**config.mk**
```make
export PLATFORM = sky130hd
export DESIGN_NAME = reg_file_sb
export DESIGN_NICKNAME = d
export VERILOG_FILES = /design/src/rtl/reg_file_sb.sv
export SDC_FILE = /design/constraint.sdc
export NUM_CORES = 1
export LEC_CHECK = 0
export ABC_CLOCK_PERIOD_IN_PS = 8700
export CORE_MARGIN = 2
export CORE_UTILIZATION = 46
export CTS_CLUSTER_DIAMETER = 60
export DETAILED_ROUTE_END_ITERATION = 10
export PLACE_DENSITY = 0.72
export SLEW_MARGIN = 20
export SYNTH_ARGS = -nofsm -noshare
export SYNTH_HDL_FRONTEND = slang
export SYNTH_SLANG_ARGS = --single-unit
```
**constraint.sdc**
```tcl
create_clock -name clk -period 8.7 [get_ports clk]
set_clock_uncertainty 0.1 [all_clocks]
set_input_delay 0.87 -clock clk [delete_from_list [all_inputs] [get_ports clk]]
set_output_delay 0.87 -clock clk [all_outputs]
set_load 0.05 [all_outputs]
```
**src/rtl/reg_file_sb.sv**
```systemverilog
// Multi-port register file with zero register, same-cycle write forwarding
// and a per-register pending (scoreboard) bit with a registered population count.
module reg_file_sb #(
  parameter int DATA_W = 32,
  parameter int NREGS  = 8,
  parameter int NRD    = 3,
  parameter int BYPASS = 1,
  localparam int ADDR_W = $clog2(NREGS)
) (
  input  logic                  clk,
  input  logic                  rst,
  input  logic [NRD*ADDR_W-1:0] rd_addr,
  output logic [NRD*DATA_W-1:0] rd_data,
  output logic [NRD-1:0]        rd_busy,
  input  logic                  wr_en,
  input  logic [ADDR_W-1:0]     wr_addr,
  input  logic [DATA_W-1:0]     wr_data_alu,
  input  logic [DATA_W-1:0]     wr_data_id,
  input  logic                  wr_sel,
  input  logic                  iss_en,
  input  logic [ADDR_W-1:0]     iss_addr,
  output logic [ADDR_W:0]       pend_cnt
);

  function automatic logic [ADDR_W:0] popcnt(input logic [NREGS-1:0] v);
    logic [ADDR_W:0] c;
    c = '0;
    for (int i = 0; i < NREGS; i++) c = c + (ADDR_W+1)'(v[i]);
    return c;
  endfunction

  logic [DATA_W-1:0] regs [NREGS];
  logic [NREGS-1:0]  pend;
  logic [NREGS-1:0]  pend_nxt;
  logic [DATA_W-1:0] wr_val;
  logic              wr_hit;
  logic              iss_hit;

  assign wr_val  = wr_sel ? wr_data_alu : wr_data_id;
  assign wr_hit  = wr_en  && (wr_addr  != '0);
  assign iss_hit = iss_en && (iss_addr != '0);

  // Issue is applied after the write clear so a same-edge claim survives.
  always_comb begin
    pend_nxt = pend;
    if (wr_hit)  pend_nxt[wr_addr]  = 1'b0;
    if (iss_hit) pend_nxt[iss_addr] = 1'b1;
  end

  always_ff @(posedge clk or posedge rst) begin
    if (rst) begin
      for (int i = 0; i < NREGS; i++) regs[i] <= '0;
      pend     <= '0;
      pend_cnt <= '0;
    end else begin
      if (wr_hit) regs[wr_addr] <= wr_val;
      pend     <= pend_nxt;
      pend_cnt <= popcnt(pend_nxt);
    end
  end

  for (genvar k = 0; k < NRD; k++) begin : g_rd
    logic [ADDR_W-1:0] a;
    logic [DATA_W-1:0] d;
    logic              b;
    logic              fwd;

    assign a   = rd_addr[k*ADDR_W +: ADDR_W];
    assign fwd = (BYPASS != 0) && wr_hit && (wr_addr == a);

    always_comb begin
      d = regs[a];
      b = pend[a];
      if (fwd) begin
        d = wr_val;
        if (!(iss_hit && (iss_addr == a))) b = 1'b0;
      end
      // Zero register and in-reset reads never expose forwarded data.
      if (rst || (a == '0)) begin
        d = '0;
        b = 1'b0;
      end
    end

    assign rd_data[k*DATA_W +: DATA_W] = d;
    assign rd_busy[k]                  = b;
  end

endmodule

```
==> results by group, run 1 <==
Floorplan
  – Die span in y: 192 µm
  – Initial Utilization: 0.469
  – Num ports: 187
  – Die area: 36900 µm²
  – Chip width: 192 µm
  – Row count: 68
  – Core Area: 34700 µm²

Clock network
  – CTS tree: built
  – Total clock sinks: 236
  – Clock Tree Root: clkbuf_16
  – Worst skew pair latency: 0.53 ns
  – # Post-CTS Setup Buffers: 0
  – CTS H-Tree Depth: 1
  – CTS resizes: 0
  – Total CTS buffers: 26
  – Hold-fix buffers, CTS: 0
  – Clock Tree Buf Depth: 3
  – CTS clock-pin slew for the worst setup and hold paths: 0.06 ns

Status
  – Status: complete, no violations

Worst setup path
  – Slowest-stage cell, CP: clkdlybuf4s50_1
  – Crit path arrival time: 4.50 ns
  – CP delay by family, top: buffers and inverters
  – Peak per-stage delay on the critical path: 0.86 ns
  – Cell chain of the critical path: buf_2 -> buf_4 -> nand2_2 -> o22ai_1 -> nor3_1 -> a211oi_1 -> clkdlybuf4s50_1
  – Crit path max fanout: 42
  – Critical Path Sink Type: output port
  – Required time worst endpoint: 7.73 ns
  – CP Class: in -> out
  – CP Launch Type: input port
  – Crit path buf inv count: 3

Hold path
  – Hold Crit Class: reg -> reg

Yosys
  – Cell Area, Synth: 16300 µm²
  – Top FF cell, synth: dfrtp_1
  – Seq/Total Area, Yosys: 0.363
  – Synth top area share: 0.363
  – Post-synthesis mux area share: 0.202
  – Synth top area cells: dfrtp_1 (36%), mux2i_1 (20%), a211oi_1 (6.5%), nor2_1 (4.4%), a211oi_2 (4.0%)
  – Synth area leader: dfrtp_1
  – Ys Warns: 0
  – Post-synthesis compound-gate area fraction: 0.222
  – Post-synth EDFFs: 0
  – Synth Area in Simple Gates: 0.133
  – Post-Synth Adder-Cell Area: 0.00722
  – Register bit total from synthesis: 236
  – Share of flip-flops with an asynchronous set or reset: 1.00
  – Syn Nets: 1875
  – Post-Synthesis Cells: 1784
  – Main combinational cell family by area after synthesis: compound AO/OA/AOI/OAI gates
  – Mean Syn Cell Area: 9.13 µm²
  – XOR/XNOR share of the synthesized area: 0.0102
  – Synth cell types: 37

Finish
  – Commonest non-fill, non-tap cell in the layout: mux2i_1
  – Post-layout util: 0.545
  – Filler cell count: 3102
  – Layout cell share with drive strength beyond 1: 0.108
  – Post-layout nets: 1940
  – Most frequent cells in the layout: mux2i_1 (328), dfrtp_1 (236), nor2_1 (193)
  – Cell area after layout: 18900 µm²
  – Area growth syn-to-layout: 16.1%

GRT
  – GRT Total Usage: 0.287
  – First-pass GRT wire length: 82.9 mm
  – Largest net degree at the start of global routing: 75
  – Total grt overflow: 0
  – Vias in the first global route: 14900
  – Antenna violations before repair: 1

Placement
  – IO buf count: 186
  – Placed Area: 18100 µm²
  – DP HPWL: 31.1 mm
  – RePlAce Congestion: 0.844

Detailed routing
  – Drt wl/cell: 23.1 µm
  – Vias: 14700
  – First-pass DRT Iterations: 5
  – Final wirelength: 53.5 mm
  – Initial DRC count: 1297
  – Via density: 6.34
  – DRC Markers: 0
  – Post-DRT Antenna Nets: 0

Timing
  – Setup TNS: 0 ns
  – Setup violators final: 0
  – F_max: 183 MHz
  – Fin crit share: 0.629
  – Worst slew margin: 0.250
  – Count of pins over their slew limit: 0
  – Worst-Margin Slew: 1.13 ns
  – RSZ-0062 raised after global routing: no
  – Min Tclk post-route: 5.47 ns
  – Hold Fails Final Rpt: 0

Power
  – Peak supply drop: 162 µV
  – Power Total: 0.00407 W
  – Static power due to leakage: 7.93 nW
  – PwrDens: 215 nW/µm²

Flow run
  – Maximum Capacitance Violations: 0
==> where the power goes <==
part	internal [W]	switching, W
Sequential	0.00133	0.000241
Clock	0.000628	0.000445
Combinational	0.000556	0.000870
==> path summary, 6_finish.rpt <==
| path | start | end | slack, ns | depth (start not counted) |
|---|---|---|---|---|
| min in group asynchronous | rst | regs[49] | 0.98 | 3 |
| max in group asynchronous | rst | regs[140] | 5.95 | 4 |
| max reg2reg | pend[1] | pend_cnt[2] | 5.43 | 9 |
| max | rd_addr[8] | rd_data[65] | 3.23 | 7 |
| min | pend[0] | pend[0] | 0.28 | 0 |
| min reg2reg | pend[0] | pend[0] | 0.28 | 0 |
==> flip-flops by register name, indices dropped and copies added, names as in the netlist <==
name,cells
pend,8
pend_cnt,4
regs,224
==> metrics by stage <==
stage / cells / hold WS, ns / setup WS [ns]
after floorplan: 1784 / 0.329 / 2.23
after global placement: 2275 / 0.266 / 3.39
after detailed placement: 2275 / 0.266 / 3.36
after CTS: 2319 / 0.278 / 3.32
after global routing: 2321 / 0.309 / 3.09
final: 2321 / 0.279 / 3.23
==> per-layer routing <==
layer  wire, µm  vias up  track usage
li1           -     6678            -
met1      21900     7217        0.368
met2      25400      664        0.480
met3       4110      155       0.0470
met4       2050        0        0.125
met5          0        -            0
==> worst register-to-register path: stages, from the launching register on <==
cell and delay (ns):
dfrtp_1 0.44, a22oi_1 0.33, fa_1 0.47, fa_1 0.53, fa_1 0.42, inv_1 0.07
ha_1 0.17, inv_1 0.07, fa_1 0.43, xnor2_1 0.13
==> logic make-up after synthesis <==
group	Yosys count
AO/OA/AOI/OAI	540
XOR/XNOR	19
AND/OR/NAND/NOR	451
multiplexers	329
buffers and inverters	202
adder cells (fa/ha/maj)	7
flip-flops	236
==> cells in the mapped netlist (7+ instances only) <==
library cell  number
a211oi_1         140
a211oi_2          52
a21oi_1          106
buf_1             10
buf_2             65
buf_4             14
buf_6             16
clkbuf_1          78
dfrtp_1          236
inv_1             19
mux2i_1          329
nand2_1          135
nand3_1            7
nor2_1           193
nor2b_1            7
nor3_1            45
nor3_2            51
o21ai_0          129
o22ai_1           96
xnor2_1           10
xor2_1             9
==> final cells by class <==
class,instances,area (µm²),area share
Multi-Input combinational cell,1346,9450,0.500
Antenna cell,1,2.50,0.000132
Timing Repair Buffer,220,2100,0.111
Inverter,19,75.1,0.00397
Tap cell,455,569,0.0301
Sequential cell,236,5910,0.312
Clock inverter,3,40.0,0.00212
Clock buffer,41,768,0.0406
Note: power is estimated with default switching activity, not from simulation.
==> run 2: changes to the inputs <==
--- a/config.mk
+++ b/config.mk
@@ -5,7 +5,7 @@
 export SDC_FILE = /design/constraint.sdc
 export NUM_CORES = 1
 export LEC_CHECK = 0
-export ABC_CLOCK_PERIOD_IN_PS = 8700
+export ABC_CLOCK_PERIOD_IN_PS = 5720
 export CORE_MARGIN = 2
 export CORE_UTILIZATION = 46
 export CTS_CLUSTER_DIAMETER = 60
==> constraint.sdc (replaced) <==
create_clock -name clk -period 5.72 [get_ports clk]
set_clock_uncertainty 0.1 [all_clocks]
set_input_delay 0.572 -clock clk [delete_from_list [all_inputs] [get_ports clk]]
set_output_delay 0.572 -clock clk [all_outputs]
set_load 0.05 [all_outputs]
==> run 2 against run 1 <==
Compared with the run above: count of clock-buffer cells in the layout is 1 higher; worst setup slack worse by 2.2 ns; first-iteration DRC count is 13% lower; critical endpoint is now rd_data[31]; largest cell class unchanged; largest power group unchanged.
==> results by group, run 2 (same netlist as run 1, synthesis figures left out) <==
Clock network
  – CTS resizes: 0 (unchanged)
  – CTS clock-pin slew for the worst setup and hold paths: 0.06 ns (about the same)
  – Clock Tree Buf Depth: 3 (unchanged)
  – Clock Tree Root: clkbuf_16 (unchanged)
  – CTS H-Tree Depth: 1 (unchanged)
  – Total CTS buffers: 28 (was 26)
  – Total clock sinks: 236 (unchanged)
  – Hold-fix buffers, CTS: 0 (unchanged)
  – Worst skew pair latency: 0.55 ns (was 0.53 ns)
  – CTS tree: built (unchanged)
  – # Post-CTS Setup Buffers: 0 (unchanged)

Timing
  – Fin crit share: 0.818
  – F_max: 214 MHz
  – Worst slew margin: 0.244 (was 0.250)
  – Setup violators final: 0 (unchanged)
  – Min Tclk post-route: 4.68 ns
  – Count of pins over their slew limit: 0 (unchanged)
  – RSZ-0062 raised after global routing: no (unchanged)
  – Worst-Margin Slew: 1.10 ns (was 1.13 ns)
  – Final worst slack: 1.04 ns (was 3.23 ns)
  – Hold Fails Final Rpt: 0 (unchanged)

Floorplan
  – Num ports: 187 (unchanged)
  – Initial Utilization: 0.469 (unchanged)
  – Core Area: 34700 µm² (unchanged)
  – Row count: 68 (unchanged)
  – Chip width: 192 µm (unchanged)
  – Die span in y: 192 µm (unchanged)
  – Die area: 36900 µm² (unchanged)

GRT
  – Largest net degree at the start of global routing: 154 (was 75)
  – Total grt overflow: 0 (unchanged)
  – GR peak layer: met2 (unchanged)
  – M3 GR Usage: 0.0464 (was 0.0470)
  – Met1 usage: 0.375 (was 0.368)
  – GRT Total Usage: 0.290 (was 0.287)
  – First-pass GRT wire length: 83.0 mm (was 82.9 mm)
  – Met2 global-route usage: 0.483 (was 0.480)
  – Vias in the first global route: 14500 (was 14900)
  – Antenna violations before repair: 0 (was 1)

Worst setup path
  – Most used cell along the critical path: clkdlybuf4s50_1
  – CP Class: in -> out (unchanged)
  – Slowest-stage cell, CP: nor4_4 (was clkdlybuf4s50_1)
  – Crit path max fanout: 21 (was 42)
  – Required time worst endpoint: 5.05 ns (was 7.73 ns)
  – R2R setup slack: 2.48 ns (was 5.43 ns)
  – Reg2Reg Depth: 9 (unchanged)
  – Peak per-stage delay on the critical path: 0.96 ns (was 0.86 ns)
  – Reg2reg end: pend_cnt[2] (unchanged)
  – Cell chain of the critical path: clkdlybuf4s50_1 -> o31ai_4 -> nor4_4 -> buf_12 -> nor3_1 -> a211oi_4 -> clkdlybuf4s50_1 (was buf_2 -> buf_4 -> nand2_2 -> o22ai_1 -> nor3_1 -> a211oi_1 -> clkdlybuf4s50_1)
  – Critical Path Sink Type: output port (unchanged)
  – FF-to-FF Start: pend[3] (was pend[1])
  – Crit path arrival time: 4.01 ns (was 4.50 ns)
  – CP Launch Type: input port (unchanged)

Power
  – Static power due to leakage: 8.15 nW (was 7.93 nW)
  – Power Total: 0.00650 W (was 0.00407 W)
  – Peak supply drop: 252 µV (was 162 µV)
  – PwrDens: 332 nW/µm² (was 215 nW/µm²)

Hold path
  – Hold Crit Class: reg -> reg (unchanged)
  – WHS Path Cells: 0 (unchanged)
  – Worst Hold End: pend[0] (unchanged)
  – Hold Path Origin: pend[0] (unchanged)

Finish
  – Post-layout nets: 1956 (was 1940)
  – Most frequent cells in the layout: mux2i_1 (324), dfrtp_1 (236), nor2_1 (193) (was mux2i_1 (328), dfrtp_1 (236), nor2_1 (193))
  – Commonest non-fill, non-tap cell in the layout: mux2i_1 (unchanged)
  – Regs by FF count: regs x224, pend x8, pend_cnt x4 (unchanged)
  – Most flop-heavy register: regs (unchanged)
  – Filler cell count: 3055 (was 3102)
  – Max reg flops: 224 (unchanged)
  – Layout cell share with drive strength beyond 1: 0.137 (was 0.108)
  – Post-layout util: 0.565 (was 0.545)
  – Diode count: 0 (was 1)
  – Area growth syn-to-layout: 20.4% (was 16.1%)

Flow run
  – Maximum Capacitance Violations: 0 (unchanged)

Detailed routing
  – Via density: 6.27 (was 6.34)
  – Post-DRT Antenna Nets: 0 (unchanged)
  – Drt wl/cell: 23.0 µm (was 23.1 µm)
  – DRC Markers: 0 (unchanged)
  – Final wirelength: 53.9 mm (was 53.5 mm)
  – First-pass DRT Iterations: 7 (was 5)
  – Vias: 14700 (about the same)
  – Initial DRC count: 1132 (was 1297)

Placement
  – RePlAce Congestion: 0.825 (was 0.844)
  – Pre-CTS WS: 1.09 ns (was 3.36 ns)
  – DP HPWL: 33.2 mm (was 31.1 mm)
  – IO buf count: 186 (unchanged)

Status
  – Status: complete, no violations (unchanged)
-- run 2: worst max path at each step --
stage	slack, ns	from	end	depth (start not counted)
floorplan	-0.12	rst	rd_data[10]	4
global placement	1.13	wr_addr[1]	rd_data[23]	7
detailed placement	1.09	wr_addr[1]	rd_data[23]	7
CTS	1.06	wr_addr[1]	rd_data[1]	7
global route	0.93	wr_addr[1]	rd_data[1]	7
finish	1.04	wr_addr[1]	rd_data[31]	7
-- run 2: cell type report --
type	count	area (µm²)	share of cell area
clock buffer	42	855	0.0436
inverter	19	75.1	0.00383
clock inverter	8	119	0.00606
multi-input combinational	1346	9790	0.499
timing repair buffer	234	2300	0.117
tap	455	569	0.0290
sequential	236	5910	0.301
-- run 2: power breakdown --
group / switching [W] / internal, W / total (W)
sequential: 0.000359 / 0.00202 / 0.00238
clock: 0.000719 / 0.00116 / 0.00188
combinational: 0.00136 / 0.000882 / 0.00224
-- run 2: per-stage QoR --
stage / hold slack (ns) / TNS [ns] / std cells / cell area [µm²]
final: 0.286 / 0 / 2340 / 19600
after global routing: 0.310 / 0 / 2340 / 19600
after CTS: 0.289 / 0 / 2340 / 19600
after detailed placement: 0.276 / 0 / 2290 / 18600
after global placement: 0.273 / 0 / 2290 / 18600
after floorplan: 0.329 / -8.20 / 1784 / 16600
-- run 2: layer usage --
metal | part of all wire | routed length, µm
met1 | 0.40 | 21800
met4 | 0.040 | 2150
met3 | 0.080 | 4300
met2 | 0.48 | 25700
met5 | 0 | 0
-- run 2: critical path: cells and delay by family --
kind | cells | cell delay (ns)
buffers and inverters | 3 | 1.91
AO/OA/AOI/OAI | 2 | 0.42
AND/OR/NAND/NOR | 2 | 1.07
==> edit 1, RTL diff (flow settings as in run 2) <==
Register the output `rd_data`, with the module's reset; this adds one clock of latency there. The other outputs are not delayed to match.
--- a/src/rtl/reg_file_sb.sv
+++ b/src/rtl/reg_file_sb.sv
@@ -21,6 +21,8 @@
   input  logic [ADDR_W-1:0]     iss_addr,
   output logic [ADDR_W:0]       pend_cnt
 );
+
+  logic [NRD*DATA_W-1:0] rd_data_d;
 
   function automatic logic [ADDR_W:0] popcnt(input logic [NREGS-1:0] v);
     logic [ADDR_W:0] c;
@@ -82,8 +84,16 @@
       end
     end
 
-    assign rd_data[k*DATA_W +: DATA_W] = d;
+    assign rd_data_d[k*DATA_W +: DATA_W] = d;
     assign rd_busy[k]                  = b;
+  end
+
+  always_ff @(posedge clk or posedge rst) begin
+    if (rst) begin
+      rd_data <= '0;
+    end else begin
+      rd_data <= rd_data_d;
+    end
   end
 
 endmodule
Behaviour: not the same (a bounded check fails within 4 cycles, from zero or initial values and one cycle with rst high).
==> edit 1 against run 2 <==
  * Sequential cell count up 96
  * Cell area increased by 12%
  * Worst setup slack better by 0.58 ns
  * Routed wire length grew 7.8%
  * Core utilization is 2.5 points lower
  * Area after synthesis grew 15%
  * Die area is 15% higher
  * Count of clock-buffer cells in the layout is 12 higher
  * Total power is 20% higher
  * Critical path type is now in2reg
==> edit 1: results (changes against run 2) <==
Placed Cells incl. Taps=2441 (+6.6%); Hold WC Path Type=reg2reg; slew of the pin with the lowest slew margin=1.22 ns (+0.112 ns); xor-xnor portion of the synthesized cell area=0.00886 (-0.00136); clk_lat worst skew=0.56 ns; fraction of met3 tracks used by global routing=0.0598 (+0.0134); CTS buffer count=38 (+36%); fraction of final layout cells with drive strength greater than 1=0.122 (-0.0156); largest registers ranked by flip-flop count=regs: 224 flops, rd_data: 96 flops, pend: 8 flops; initial antenna violation count=4 (+4); worst-case register-to-register setup slack=2.38 ns (-0.10 ns); count of different cell masters after synthesis=39 (+5.4%); Avg WL per Cell=23.1 µm (+0.38%); slowest library cell on the worst path=sky130_fd_sc_hd__clkdlybuf4s50_1; leakage power=9.34 nW (+15%); Met3 Wirelength=5370 µm (+25%); half-perimeter wire length of the detailed placement result=32500 µm (-2.0%); # Post-CTS Setup Buffers=0 (unchanged); worst-path fanout max=9 (-57%); compound-cell area share of the yosys netlist=0.194 (-0.0280); uppermost signal routing layer after detailed routing=met5; GR Util All Layers=0.271 (-0.0194); most common cell after layout, fill and taps aside=sky130_fd_sc_hd__dfrtp_1; post-synthesis adder-cell area fraction=0.00626 (-0.000961); via count normalized by instance count=6.23 (-0.74%); first-pass GRT wire length=88800 µm (+6.9%); number of standard cells after synthesis=1880 (+5.4%); Net count, final=2041 (+4.3%); final hold slack=0.279 ns (-0.00722 ns); vias in the first global route=15400 (+5.8%); routability cong.=0.824 (-0.17%); proportion of synthesized area in mux cells=0.178 (-0.0237); met1 GRT Util=0.357 (-0.0177); starting DRC count in detailed routing=1700 (+50%); number of search-and-repair iterations in the first detailed-routing pass=6 (-1); maximum number of pins on one net before global-route repair=177 (+15%); CTS H-tree lvls=2 (+1); met2 wire len=27100 µm (+5.6%); run status=complete, no violations; arrival time of data at the critical path endpoint=4.44 ns (+0.43 ns); total via count after detailed routing=15600 (+6.6%); met2 routing resource usage after global routing=0.433 (-0.0503); peak ir drop on the vdd network=0.000181 V (-28%); reg2reg start=pend[1]$_DFF_PP0_; sequential element share of the synthesized area=0.442 (+0.0796); largest cells by area after synthesis=sky130_fd_sc_hd__dfrtp_1 44%, sky130_fd_sc_hd__mux2i_1 17%, sky130_fd_sc_hd__a211oi_1 5.4%, sky130_fd_sc_hd__nor2_1 3.9%, sky130_fd_sc_hd__a211oi_2 3.8%
==> edit 1: cell types whose count changed after synthesis, sizes merged <==
cell    change
buf         +6
clkbuf      -6
dfrtp      +96
==> edit 1: how the worst max path moves through the flow <==
stage / start / endpoint
4_1_cts: wr_addr[1] / pend_cnt[2]$_DFF_PP0_
6_report: wr_addr[1] / pend_cnt[2]$_DFF_PP0_
2_1_floorplan: rst / rd_data[12]$_DFF_PP0_
5_1_grt: wr_addr[1] / pend_cnt[2]$_DFF_PP0_
3_5_place_dp: wr_addr[1] / pend_cnt[2]$_DFF_PP0_
3_3_place_gp: wr_addr[1] / pend_cnt[2]$_DFF_PP0_
==> edit 1: power breakdown <==
part | switching, mW | leakage [nW] | internal, mW | total (mW)
Clock | 1.00 | 0.595 | 1.40 | 2.40
Sequential | 0.392 | 4.09 | 2.78 | 3.18
Combinational | 1.34 | 4.66 | 0.858 | 2.20
==> edit 1: area by class of cell <==
type / count / area, µm²
inverters: 19 / 75.1
diodes: 3 / 7.51
flip-flops and latches: 332 / 8310
fillers: 3520 / 18600
multi-input cells: 1346 / 9560
well taps: 532 / 666
clock buffers: 54 / 1070
repair buffers: 213 / 2080
clock inverters: 14 / 148
==> edit 1: through the flow <==
step | setup TNS (ns) | area (µm²) | setup WS (ns) | power, mW
5_1_grt | 0 | 21900 | 1.43 | 8.15
2_1_floorplan | -95.00 | 18800 | -1.09 | 4.71
6_report | 0 | 21900 | 1.62 | 7.78
3_3_place_gp | 0 | 20600 | 1.21 | 5.28
3_5_place_dp | 0 | 20600 | 1.11 | 5.37
4_1_cts | 0 | 21900 | 1.62 | 7.79
==> edit 1: critical path: cells and delay by family <==
family          cells  cell delay, ns
xor+xnor            1            0.19
fa+ha+maj           5            2.05
simple gates        2            0.41
compound gates      1            0.31
buf+inv             3            0.91
==> edit 2, RTL diff (config.mk and constraints of run 2) <==
Made on the original files. Change the parameter `NRD` from 3 to 2.
--- a/src/rtl/reg_file_sb.sv
+++ b/src/rtl/reg_file_sb.sv
@@ -3,7 +3,7 @@
 module reg_file_sb #(
   parameter int DATA_W = 32,
   parameter int NREGS  = 8,
-  parameter int NRD    = 3,
+  parameter int NRD    = 2,
   parameter int BYPASS = 1,
   localparam int ADDR_W = $clog2(NREGS)
 ) (
Ports: changed (resized rd_addr, rd_busy and rd_data); port bits go from 187 to 151. The function was not compared with the original's and may differ.
==> edit 2 against run 2 <==
  * Area after synthesis fell by 13%
  * Total power fell by 12%
  * Critical path type unchanged
  * Cell area fell by 15%
  * Synthesized cell count shrank 17%
  * Routed wire length fell by 23%
  * Highest routed layer unchanged
  * Worst setup slack gained 0.046 ns
  * Sequential power shrank 4%
  * Critical endpoint is now rd_data[63]
  * Sequential cell count is the same
  * Fmax rose by 1.0%
  * Final cell count is 16% lower
  * Sequential share of layout area grew 5.3 points
  * First-iteration DRC count decreased by 11%
==> edit 2: results (changes against run 2) <==
hold path start=pend[0]$_DFF_PP0_; Syn Area/Cell=9.56 µm² (+4.7%); Placed Cells incl. Taps=1903 (-17%); initial antenna violation count=0 (unchanged); fraction of final layout cells with drive strength greater than 1=0.144 (+0.00628); syn_nets=1571 (-16%); Post-synth top flop=sky130_fd_sc_hd__dfrtp_1; Worst Reg2Reg Path Length in Cells=10 (+1); routability cong.=0.804 (-2.6%); vias in the first global route=12100 (-16%); arrival time of data at the critical path endpoint=3.96 ns (-0.05 ns); most frequent cells after synthesis=236 x sky130_fd_sc_hd__dfrtp_1, 231 x sky130_fd_sc_hd__a21oi_1, 161 x sky130_fd_sc_hd__nor2_1; count of different cell masters after synthesis=36 (-2.7%); Filler cells=2686 (-12%); leakage power=6.70 nW (-18%); switching power of the nets=1.93 mW (-21%); number of search-and-repair iterations in the first detailed-routing pass=6 (-1); # Post-CTS Setup Buffers=0 (unchanged); antenna fix cells=0 (unchanged); worst-path fanout max=32 (+52%); first-pass GRT wire length=66800 µm (-20%); reg2reg start=pend[1]$_DFF_PP0_; Post-synth ARST share=1.00 (unchanged); final hold slack=0.279 ns (-0.00696 ns); minimum clock period=4.63 ns (-0.0465 ns); worst-case register-to-register setup slack=2.55 ns (+0.07 ns); port buffer count=150 (-19%); number of instances resized during post-cts repair=0 (unchanged); Clock transition at path regs=0.06 ns (about the same); sequential element share of the synthesized area=0.417 (+0.0541); pre-CTS worst setup slack=1.13 ns (+0.0469 ns); Max Root-Sink Buffers=3 (unchanged); maximum number of pins on one net before global-route repair=75 (-51%); run status=complete, no violations; slew of the pin with the lowest slew margin=0.968 ns (-0.135 ns); clock root buffer master=sky130_fd_sc_hd__clkbuf_16; starting DRC count in detailed routing=1012 (-11%); routed wire length=41600 µm (-23%); GR Util All Layers=0.257 (-0.0337); clk_lat worst skew=0.54 ns; via count normalized by instance count=6.12 (-2.4%); timing startpoint of the critical path=wr_addr[1]; half-perimeter wire length of the detailed placement result=25200 µm (-24%); peak ir drop on the vdd network=0.000268 V (+6.4%); endpoint of the worst-slack reg-to-reg timing path=pend_cnt[2]$_DFF_PP0_; Avg WL per Cell=21.3 µm (-7.7%); end point of the critical path=rd_data[63]; largest cells by area after synthesis=sky130_fd_sc_hd__dfrtp_1 42%, sky130_fd_sc_hd__mux4_2 10%, sky130_fd_sc_hd__a21oi_1 8.2%, sky130_fd_sc_hd__mux2i_1 6.9%, sky130_fd_sc_hd__a211oi_2 5.3%; terminating pin of the worst hold path=pend[0]$_DFF_PP0_
==> edit 2: cell count changes in the layout (fill, tap and decap cells not counted), sizes merged, moves of 4 or more <==
cell and delta:
a211oi -58, a21oi +125, buf -20, clkdlybuf4s50 -34
mux2i -231, mux4 +66, nand2 +5, nand3 +61
nor2 -32, nor3 -95, o22ai -96, or3b +4
xor2 -9
==> edit 2: per-stage QoR <==
| step | power (mW) | cell area (µm²) | setup TNS (ns) |
|---|---|---|---|
| final | 5.73 | 16700 | 0 |
| after global routing | 6.04 | 16700 | 0 |
| after floorplan | 3.49 | 14200 | -6.31 |
| after detailed placement | 3.99 | 15700 | 0 |
| after global placement | 3.93 | 15700 | 0 |
| after CTS | 5.76 | 16700 | 0 |
==> edit 2: cell type report <==
class	count	area, µm²	share of cell area
inverter	18	71.3	0.00428
multi-input combinational	1073	7550	0.453
sequential	236	5910	0.354
tap	396	495	0.0297
clock inverter	8	71.3	0.00428
clock buffer	44	852	0.0511
timing repair buffer	180	1720	0.103
==> edit 2: power by group through the flow <==
stage | logic [mW] | registers, mW | clock network, mW
4_1_cts | 1.70 | 2.27 | 1.78
3_3_place_gp | 1.65 | 2.28 | 0
5_1_grt | 1.86 | 2.33 | 1.85
2_1_floorplan | 1.22 | 2.27 | 0
3_5_place_dp | 1.69 | 2.30 | 0
6_report | 1.69 | 2.28 | 1.76
==> edit 2: worst max-delay path: stages <==
cell	delay, ns
sky130_fd_sc_hd__clkdlybuf4s50_1	0.76
sky130_fd_sc_hd__xnor2_1	0.17
sky130_fd_sc_hd__nand3_1	0.64
sky130_fd_sc_hd__a21o_4	0.66
sky130_fd_sc_hd__a211oi_1	0.29
sky130_fd_sc_hd__clkdlybuf4s50_1	0.84
==> edit 2: per-layer routing <==
metal | routed length, µm | share of wire | GRT usage | vias to the layer above
li1 | - | - | - | 5489
met1 | 17400 | 0.42 | 0.341 | 5911
met2 | 20100 | 0.48 | 0.432 | 469
met3 | 2680 | 0.064 | 0.0383 | 100
met4 | 1400 | 0.034 | 0.0846 | 0
met5 | 0 | 0 | 0 | -
==> edit 2: kinds of logic after synthesis <==
family                   count (synthesis)  share of synthesized area
AO/OA/AOI/OAI                          508                      0.228
XOR/XNOR                                 9                    0.00556
multiplexers                           164                      0.174
AND/OR/NAND/NOR                        385                      0.112
flip-flops                             236                      0.417
adder cells (fa/ha/maj)                  7                    0.00830
buffers and inverters                  174                     0.0553
